--- src/rtl/pong_pkg.sv ---
// Shared definitions for the pong game-level sequencer.
// Holds the FSM state encoding, the coordinate widths and the default
// screen/ball/paddle geometry and scoring constants used by the
// controller and its collision block.
package pong_pkg;

  typedef enum logic [2:0] {
    ST_IDLE  = 3'd0,
    ST_SERVE = 3'd1,
    ST_PLAY  = 3'd2,
    ST_POINT = 3'd3,
    ST_OVER  = 3'd4
  } state_t;

  // Coordinate widths of the ball / paddle position buses.
  localparam int X_W   = 10;
  localparam int Y_W   = 9;
  // Every geometry comparison is done at this width so that sums of a
  // coordinate and a size can never wrap.
  localparam int CMP_W = 11;

  localparam int DEF_SCREEN_W    = 640;
  localparam int DEF_SCREEN_H    = 480;
  localparam int DEF_BALL_SZ     = 8;
  localparam int DEF_PAD_H       = 64;
  localparam int DEF_PAD_W       = 8;
  localparam int DEF_PAD_XL      = 16;
  localparam int DEF_PAD_XR      = 616;
  localparam int DEF_WIN_SCORE   = 7;
  localparam int DEF_PAUSE_TICKS = 60;

endpackage

--- src/rtl/pong_collide.sv ---
// Purely combinational collision / miss detector.
// Ports:
//   ball_x, ball_y   : ball top-left corner
//   pad_l_y, pad_r_y : paddle top edges
//   wall_hit         : ball touches the top or bottom wall
//   wall_clear       : ball lies strictly inside the vertical band
//   pad_hit          : ball overlaps either paddle
//   pad_clear        : ball x range is outside both paddle columns
//   miss_l           : ball reached the left edge (right player scores)
//   miss_r           : ball reached the right edge (left player scores)
module pong_collide
  import pong_pkg::*;
#(
  parameter int SCREEN_W = DEF_SCREEN_W,
  parameter int SCREEN_H = DEF_SCREEN_H,
  parameter int BALL_SZ  = DEF_BALL_SZ,
  parameter int PAD_H    = DEF_PAD_H,
  parameter int PAD_W    = DEF_PAD_W,
  parameter int PAD_XL   = DEF_PAD_XL,
  parameter int PAD_XR   = DEF_PAD_XR
) (
  input  logic [X_W-1:0] ball_x,
  input  logic [Y_W-1:0] ball_y,
  input  logic [Y_W-1:0] pad_l_y,
  input  logic [Y_W-1:0] pad_r_y,
  output logic           wall_hit,
  output logic           wall_clear,
  output logic           pad_hit,
  output logic           pad_clear,
  output logic           miss_l,
  output logic           miss_r
);

  localparam logic [CMP_W-1:0] BOT_Y   = CMP_W'(SCREEN_H - BALL_SZ);
  localparam logic [CMP_W-1:0] RIGHT_X = CMP_W'(SCREEN_W - BALL_SZ);
  localparam logic [CMP_W-1:0] XL      = CMP_W'(PAD_XL);
  localparam logic [CMP_W-1:0] XR      = CMP_W'(PAD_XR);
  localparam logic [CMP_W-1:0] PW      = CMP_W'(PAD_W);
  localparam logic [CMP_W-1:0] PH      = CMP_W'(PAD_H);
  localparam logic [CMP_W-1:0] BS      = CMP_W'(BALL_SZ);

  logic [CMP_W-1:0] bx, by, ly, ry;
  logic             xl_touch, xr_touch, yl_ovl, yr_ovl;

  assign bx = CMP_W'(ball_x);
  assign by = CMP_W'(ball_y);
  assign ly = CMP_W'(pad_l_y);
  assign ry = CMP_W'(pad_r_y);

  // Horizontal contact includes the ball resting flush against a paddle
  // face (e.g. ball_x == PAD_XL+PAD_W), which is where a bounce happens.
  function automatic logic x_touch(input logic [CMP_W-1:0] x,
                                   input logic [CMP_W-1:0] px);
    return (x <= px + PW) && (x + BS >= px);
  endfunction

  function automatic logic y_overlap(input logic [CMP_W-1:0] y,
                                     input logic [CMP_W-1:0] py);
    return (y < py + PH) && (y + BS > py);
  endfunction

  assign xl_touch = x_touch(bx, XL);
  assign xr_touch = x_touch(bx, XR);
  assign yl_ovl   = y_overlap(by, ly);
  assign yr_ovl   = y_overlap(by, ry);

  assign wall_hit   = (by == '0) || (by >= BOT_Y);
  assign wall_clear = (by != '0) && (by < BOT_Y);
  assign pad_hit    = (xl_touch && yl_ovl) || (xr_touch && yr_ovl);
  assign pad_clear  = !xl_touch && !xr_touch;
  assign miss_l     = (bx == '0);
  assign miss_r     = (bx >= RIGHT_X);

endmodule

--- src/rtl/pong_game_ctrl.sv ---
// Game-level sequencer for the pong ball datapath.
// Runs the IDLE/SERVE/PLAY/POINT/OVER flow, issues bounce pulses to the
// ball controller, keeps score and decides the winner.
// Ports:
//   clk, reset       : clock, asynchronous active-low reset
//   tick             : one-cycle frame/move strobe
//   start            : debounced start/serve level
//   ball_x, ball_y   : ball top-left position
//   pad_l_y, pad_r_y : paddle top positions
//   ball_en          : ball move enable (tick while playing)
//   ball_rst         : recentre request to the ball counters
//   v_col, h_col     : one-cycle vertical / horizontal bounce pulses
//   score_l, score_r : player scores (saturating at 15)
//   game_over        : high while the game is over
//   winner           : 0 = left, 1 = right; valid with game_over
//   state            : current FSM state encoding
module pong_game_ctrl
  import pong_pkg::*;
#(
  parameter int SCREEN_W    = DEF_SCREEN_W,
  parameter int SCREEN_H    = DEF_SCREEN_H,
  parameter int BALL_SZ     = DEF_BALL_SZ,
  parameter int PAD_H       = DEF_PAD_H,
  parameter int PAD_W       = DEF_PAD_W,
  parameter int PAD_XL      = DEF_PAD_XL,
  parameter int PAD_XR      = DEF_PAD_XR,
  parameter int WIN_SCORE   = DEF_WIN_SCORE,
  parameter int PAUSE_TICKS = DEF_PAUSE_TICKS
) (
  input  logic           clk,
  input  logic           reset,
  input  logic           tick,
  input  logic           start,
  input  logic [X_W-1:0] ball_x,
  input  logic [Y_W-1:0] ball_y,
  input  logic [Y_W-1:0] pad_l_y,
  input  logic [Y_W-1:0] pad_r_y,
  output logic           ball_en,
  output logic           ball_rst,
  output logic           v_col,
  output logic           h_col,
  output logic [3:0]     score_l,
  output logic [3:0]     score_r,
  output logic           game_over,
  output logic           winner,
  output logic [2:0]     state
);

  localparam int               CNT_W    = $clog2(PAUSE_TICKS + 1);
  localparam logic [CNT_W-1:0] CNT_LAST = CNT_W'(PAUSE_TICKS - 1);
  localparam logic [3:0]       WIN      = 4'(WIN_SCORE);

  state_t           cur, nxt;
  logic             start_q, start_edge;
  logic             v_arm, h_arm;
  logic [CNT_W-1:0] pause_cnt;
  logic             play_tick, won, miss, serve_entry;
  logic             ball_rst_d, game_over_d;
  logic             wall_hit, wall_clear, pad_hit, pad_clear, miss_l, miss_r;

  function automatic logic [3:0] sat_inc(input logic [3:0] s);
    return (s == 4'd15) ? s : s + 4'd1;
  endfunction

  pong_collide #(
    .SCREEN_W (SCREEN_W),
    .SCREEN_H (SCREEN_H),
    .BALL_SZ  (BALL_SZ),
    .PAD_H    (PAD_H),
    .PAD_W    (PAD_W),
    .PAD_XL   (PAD_XL),
    .PAD_XR   (PAD_XR)
  ) u_collide (
    .ball_x     (ball_x),
    .ball_y     (ball_y),
    .pad_l_y    (pad_l_y),
    .pad_r_y    (pad_r_y),
    .wall_hit   (wall_hit),
    .wall_clear (wall_clear),
    .pad_hit    (pad_hit),
    .pad_clear  (pad_clear),
    .miss_l     (miss_l),
    .miss_r     (miss_r)
  );

  assign start_edge  = start && !start_q;
  assign won         = (score_l == WIN) || (score_r == WIN);
  assign miss        = miss_l || miss_r;
  assign serve_entry = (nxt == ST_SERVE) && (cur != ST_SERVE);
  assign state       = cur;

  // State register
  always_ff @(posedge clk or negedge reset) begin
    if (!reset) cur <= ST_IDLE;
    else        cur <= nxt;
  end

  // Next-state logic. In SERVE the registered ball_rst is high only on the
  // first cycle, so a tick on that cycle is deliberately not taken.
  always_comb begin
    nxt = cur;
    unique case (cur)
      ST_IDLE:  if (start_edge) nxt = ST_SERVE;
      ST_SERVE: if (tick && !ball_rst) nxt = ST_PLAY;
      ST_PLAY:  if (play_tick && miss) nxt = ST_POINT;
      ST_POINT: begin
        if (won)                                nxt = ST_OVER;
        else if (tick && pause_cnt == CNT_LAST) nxt = ST_SERVE;
      end
      ST_OVER:  if (start_edge) nxt = ST_SERVE;
      default:  nxt = ST_IDLE;
    endcase
  end

  // Output decode: ball_en is the only combinational output; the rest are
  // next-values for the registered outputs, derived from the next state.
  always_comb begin
    play_tick   = tick && (cur == ST_PLAY);
    ball_en     = play_tick;
    ball_rst_d  = (nxt == ST_IDLE) || (nxt == ST_POINT) ||
                  (nxt == ST_OVER) || serve_entry;
    game_over_d = (nxt == ST_OVER);
  end

  // Registered outputs, arm flags, scores and pause counter
  always_ff @(posedge clk or negedge reset) begin
    if (!reset) begin
      start_q   <= 1'b0;
      ball_rst  <= 1'b1;
      game_over <= 1'b0;
      winner    <= 1'b0;
      v_col     <= 1'b0;
      h_col     <= 1'b0;
      score_l   <= 4'd0;
      score_r   <= 4'd0;
      pause_cnt <= '0;
      v_arm     <= 1'b1;
      h_arm     <= 1'b1;
    end else begin
      start_q   <= start;
      ball_rst  <= ball_rst_d;
      game_over <= game_over_d;
      v_col     <= 1'b0;
      h_col     <= 1'b0;

      if (play_tick) begin
        // Wall bounce is independent of the horizontal decision, so a
        // corner hit can raise both pulses on one tick.
        if (wall_hit && v_arm) begin
          v_col <= 1'b1;
          v_arm <= 1'b0;
        end else if (wall_clear) begin
          v_arm <= 1'b1;
        end

        // A miss suppresses any paddle bounce on the same tick.
        if (miss) begin
          if (miss_l) score_r <= sat_inc(score_r);
          else        score_l <= sat_inc(score_l);
        end else if (pad_hit && h_arm) begin
          h_col <= 1'b1;
          h_arm <= 1'b0;
        end else if (pad_clear) begin
          h_arm <= 1'b1;
        end
      end

      if (cur == ST_POINT) begin
        if (won)       winner    <= (score_r == WIN);
        else if (tick) pause_cnt <= (pause_cnt == CNT_LAST) ? '0 : pause_cnt + 1'b1;
      end

      if (cur == ST_OVER && start_edge) begin
        score_l <= 4'd0;
        score_r <= 4'd0;
      end

      if (serve_entry) begin
        v_arm <= 1'b1;
        h_arm <= 1'b1;
      end
    end
  end

endmodule
--- config.mk ---
export PLATFORM = sky130hd
export DESIGN_NAME = pong_game_ctrl
export DESIGN_NICKNAME = d
export VERILOG_FILES = /design/src/rtl/pong_pkg.sv /design/src/rtl/pong_collide.sv /design/src/rtl/pong_game_ctrl.sv
export SDC_FILE = /design/constraint.sdc
export NUM_CORES = 1
export LEC_CHECK = 0
export CORE_UTILIZATION = 28
export DETAILED_ROUTE_END_ITERATION = 8
export MAX_ROUTING_LAYER = met4
export PLACE_DENSITY = 0.5
export SLEW_MARGIN = 5
export SYNTH_ARGS = -nofsm -noshare
export SYNTH_HDL_FRONTEND = slang
export SYNTH_HIERARCHICAL = 1
export SYNTH_SLANG_ARGS = --single-unit
--- constraint.sdc ---
create_clock -name clk -period 3.8 [get_ports clk]
set_input_delay 0.76 -clock clk [delete_from_list [all_inputs] [get_ports clk]]
set_output_delay 0.76 -clock clk [all_outputs]
set_load 0.005 [all_outputs]
Word level (Yosys, flattened, before mapping):

Cells that the tools add are included.

* bits in registers: 25
* input bits: 41

* add/sub/neg operators: 7
* magnitude comparators: 11
* equal/unequal tests: 17
* muxes and demuxes: 31
* bitwise gates (word level): 1
* reduce and logical (&&, ||, !) cells: 46

Operators with widths (number)
* 4-bit two-way mux: 10
* 11-bit by 9-bit greater-than comparator with 1-bit output: 2
* 11-bit zero test: 2
* 9-bit by 11-bit < comparator with 1-bit output: 2
* 9-bit by 7-bit adder with 10-bit output, second input constant: 2
* 1-bit logical AND: 17
* 3-bit two-way mux: 5
* 1-bit two-way mux: 14
* 3-bit case mux with 4 select lines: 1
* 10-bit by 4-bit adder with 11-bit output, second input constant: 1
* 11-bit by 10-bit >= comparator with 1-bit output, second input constant: 1
* 11-bit by 5-bit >= comparator with 1-bit output, second input constant: 1
* 11-bit nonzero test: 1
* 9-bit by 4-bit adder with 10-bit output, second input constant: 1
* 10-bit >= comparator, second input constant: 1
* 10-bit less-or-equal comparator, second input constant: 1
* 10-bit by 5-bit less-or-equal comparator with 1-bit output, second input constant: 1
* 3-bit by 2-bit equality test with 1-bit output, second input constant: 3
* 9-bit >= comparator, second input constant: 1
* 9-bit < comparator, second input constant: 1
* 4-bit by 1-bit adder with 4-bit output, second input constant: 2
* 4-bit by 3-bit equality test with 1-bit output, second input constant: 2
* 4-bit equality test, second input constant: 2
* 2-bit by 1-bit inequality test with 1-bit output, second input constant: 4
* other kinds (16): 35

Logic depth before layout (Yosys ltp):

* depth after elaboration: 10
* gate-level depth with buffers: 13
* gate-level depth less buffers: 13

Cells and area by module:

The synthesis kept the hierarchy.

Modules (own cells, without submodules)
* pong_game_ctrl: instances 1, cells an instance 119, area each 1267.5 um^2
* pong_collide: instances 1, cells an instance 169, area each 1261.2 um^2

Worst setup path before layout:

No wires, ideal clock.

* path type: input-to-reg
* from: in ball_y[3]
* to: reg h_arm
* library setup time: 91 ps
* data arrival time: 2757 ps
* slack: 952 ps
* stages on the path: 11
* path buffers: 0
* path through: ha_1 > xor2_1 > ha_1 > a21oi_1 > o21ai_1 > a2111oi_0 > o21ai_0 > a31o_1 > and4_1 > or2_2 > o31ai_1

* longest elaborated chain between the ends: 10
* elaborated cells between the ends (all ways): 17
* classes of those cells: add/sub (1); order compare (4); mux (4); reduce/logical (8)

Ends and longest elaborated chain
* from (decl): line pong_game_ctrl.sv:35 `input logic [Y_W-1:0] ball_y,`
* 9-bit by 4-bit adder with 10-bit output: line pong_collide.sv:59 `return (y < py + PH) && (y + BS > py);`
* 11-bit by 9-bit greater-than comparator with 1-bit output: line pong_collide.sv:59
* 1-bit logical AND: line pong_collide.sv:59
* 1-bit logical AND: line pong_collide.sv:69 `assign pad_hit = (xl_touch && yl_ovl) || (xr_touch && yr_ovl);`
* 1-bit logical OR (*): line pong_collide.sv:69
* named net pad_hit: line pong_game_ctrl.sv:59 `logic wall_hit, wall_clear, pad_hit, pad_clear, miss_l, miss_r;`
* 1-bit logical AND (*): line pong_game_ctrl.sv:160 `end else if (pad_hit && h_arm) begin`
* 1-bit two-way mux: line pong_game_ctrl.sv:160
* 1-bit two-way mux: line pong_game_ctrl.sv:157 `if (miss) begin`
* 1-bit two-way mux: line pong_game_ctrl.sv:146 `if (play_tick) begin`
* 1-bit two-way mux: line pong_game_ctrl.sv:178 `if (serve_entry) begin`
* to (signal assigned): line pong_game_ctrl.sv:162 `h_arm <= 1'b0;`
* to (signal assigned): line pong_game_ctrl.sv:164 `h_arm <= 1'b1;`
* to (signal assigned): line pong_game_ctrl.sv:180 `h_arm <= 1'b1;`
* to (decl): line pong_game_ctrl.sv:55 `logic v_arm, h_arm;`

Mark *: on every way through the listed nets, which the timed path passes. The rest lies on a longest branch. The select of a mux whose other input is x is not followed.
A chain may end at the register's enable or synchronous reset.

Worst setup path after layout:

* from: in ball_y[5]
* to: reg h_arm

The elaborated chain is that of the path after synthesis.

==> flow_summary.ini <==
[placement]
gp_congestion = 0.9193
place_ws_ns = 0.1551
port_buffers = 57
dp.cells = 457
place_hpwl_um = 5319

[critical_path]
worst-r2r-cell-count = 5
crit_path_start_kind = primary input
max_stage_delay_ns = 0.64
worstPathArrival_ns = 3.58
end_kind = flip-flop
slowest_stage = clkdlybuf4s50_1
critPathMaxFanout = 8
crit_chain = clkdlybuf4s50_1 > nand3_1 > nor2_1 > xor2_1 > ha_1 > a211oi_1 > nand4_1 > o21ai_2 > nor3b_2 > a31o_1 > and4_1 > or2_2 > o31ai_1
critPathRequiredTime_ns = 3.99
critPathKind = primary input to flip-flop

[power_and_ir_drop]
clkPwrFrac = 0.161
vdd_ir_drop_max_v = 0.0002247
netSwitchingPower_uw = 378.7
seqPwrFrac = 0.389
p_int_uw = 635.7
p_comb_frac = 0.451
power.density_mw_per_mm2 = 306.3
swShare = 0.3734
leakagePower_uw = 0.001522

[floorplan]
initial_core_util = 0.2900
die_x_um = 97.03
ioPinCount = 58
fp.dieArea_mm2 = 0.009415
num_rows = 34
die_h_um = 97.03
coreArea_mm2 = 0.008721

[drt]
route.detailed.drc = 0
drt_first_pass_iters = 4
wire_per_inst_um = 14.46
finalWirelength_um = 6667
vias = 2408
drtAntennaViolNets = 0
drt_iter0_drc = 152
post_drt_via_cell_ratio = 5.223

[logic_synthesis]
ys_types = 67
synth_area_leader_cell = dfrtp_1
ys_warn_count = 6
syn-instance-count = 288
synth_commonest_cells = ha_1 (41), inv_1 (32), dfrtp_1 (22)
synthesis.area_mm2 = 0.002529
async_reset_ff_frac = 1.000
synth.avg_cell_area_um2 = 8.780
seq_area_frac_synth = 0.2489
synth_edf_count = 0
ys.flop_type = dfrtp_1
synthTopCellsByArea = dfrtp_1 (22%), ha_1 (20%), inv_1 (4.8%), a21oi_1 (3.4%), nand3_1 (3.4%)
ys_ff_latch = 25
synth_top_cell_area_share = 0.2177
synth_most_common_cell = ha_1
syn_nets = 370

[cts]
cts.htree.levels = 1
cts_made_buffers = 3
cts_tree = built
cts_hold_buf = 0
cts.reportedPaths.clkPinSlew_ns = 0.09
cts-resized-gates = 0
postCtsSetupBuffers = 0
clk_path_buf_depth = 2
cts_num_sinks = 25
clk_latency_ns = 0.27
cts_root_buf = clkbuf_8

[final_layout]
drive_gt1_frac = 0.08782
num_antenna_cells = 0
area_growth_pct = 30.97
fin_cells = 461
fin_nets = 436
fill_cells = 864

[grt]
grt_max_degree = 26
grt_antenna_before_repair = 0
grt_pass1_wl_um = 11090
gr-total-overflow = 0
grt_usage = 0.1447
first_global_vias = 2324

[timing]
finalHoldViolations = 0
finalSetupTns_ns = 0
period_share = 0.8920
drv_slew = 0
max_freq_ghz = 0.2950
fin_crit_ns = 3.390
relSlewSlack = 0.6417
setup_violations = 0
grt_setup_unrepaired = no
layout_setup_ws_ns = 0.4105
worst_pin_slew_ns = 0.5239
skew_ns = 0.003783

[job]
drv_cap = 0

[min_path]
min_path_cells = 2
worstHoldPathType = flip-flop to flip-flop

[status]
status = finished, final reports clean
## routing by layer
layer  wire length, µm  GRT usage
met3               245    0.02095
met2              2905     0.2189
met5                 0          -
met4                59    0.02296
met1              3457     0.2076
## final cells by class
class / instances / area [µm²] / area share
Sequential cell: 25 / 629.4 / 0.1900
Multi-Input combinational cell: 227 / 1750 / 0.5285
Tap cell: 108 / 135.1 / 0.04080
Clock inverter: 1 / 5.005 / 0.001511
Inverter: 32 / 120.1 / 0.03627
Clock buffer: 3 / 41.29 / 0.01247
Timing Repair Buffer: 65 / 630.6 / 0.1904
## cells by family (layout without fill, tap and decap cells)
logic type	Yosys count	in the layout	share of synthesized area
and+or+nand+nor	96	96	0.2271
AOI/OAI and AO/OA	74	74	0.2024
adders and majority gates	41	41	0.2029
buffers and inverters	36	101	0.05888
DFF	25	25	0.2489
xor gates and xnor gates	12	12	0.04156
muxes	4	4	0.01831
## path summary, 6_finish.rpt
kind	start	endpoint	slack [ns]
worst max-delay path	ball_y[5]	h_arm	0.41
worst min-delay path	winner	winner	0.53
worst max register to register	score_l[0]	pause_cnt[2]	1.78
worst min register to register	winner	winner	0.53
max in group asynchronous	reset	v_arm	2.66
min in group asynchronous	reset	pause_cnt[0]	0.85
## power groups by stage
stage / sequential (µW) / combinational (µW) / clock [µW]
floorplan: 385 / 269 / 0
global placement: 400 / 455 / 0
detailed placement: 399 / 457 / 0
CTS: 394 / 460 / 170
global route: 407 / 513 / 178
finish: 394 / 457 / 163
## layout by cell type, fill, tap and decap left out, types with 3 or more instances in the layout
cell	count
clkdlybuf4s50_1	57
ha_1	41
inv_1	32
dfrtp_1	22
a21oi_1	17
nand3_1	17
nor2_1	15
nand2_1	14
o21ai_0	12
buf_4	8
nand4_1	7
nor3_1	6
xor2_1	6
xnor2_1	6
and3_1	5
a21o_1	5
o21a_1	5
o31ai_1	4
and3b_1	3
a2111oi_0	3
dfstp_2	3
clkbuf_8	3
or4_1	3
o211ai_1	3
## worst max-delay path, delay by kind of cell
family,cells,cell delay [ns]
AND/OR/NAND/NOR,6,1.01
AO/OA/AOI/OAI,4,0.65
XOR/XNOR,1,0.22
adder cells (fa/ha/maj),1,0.30
buffers and inverters,1,0.64
## through the flow
step	area (µm²)	total power, µW	hold slack (ns)	util
after floorplan	2529	653.8	0.4644	-
after CTS	3312	1024	0.5428	0.3798
final	3312	1014	0.5336	0.3798
after global routing	3312	1098	0.5680	0.3798
after detailed placement	3266	855.5	0.5180	0.3745
after global placement	3266	854.9	0.5130	0.3745
## sequential cells by signal (all words and copies together), names as in the netlist
register	flops
v_col	1
h_col	1
score_l	4
winner	1
pause_cnt	6
ball_rst	1
state	3
start_q	1
score_r	4
h_arm	1
v_arm	1
game_over	1
No activity file was read; power rests on OpenSTA's default activity.
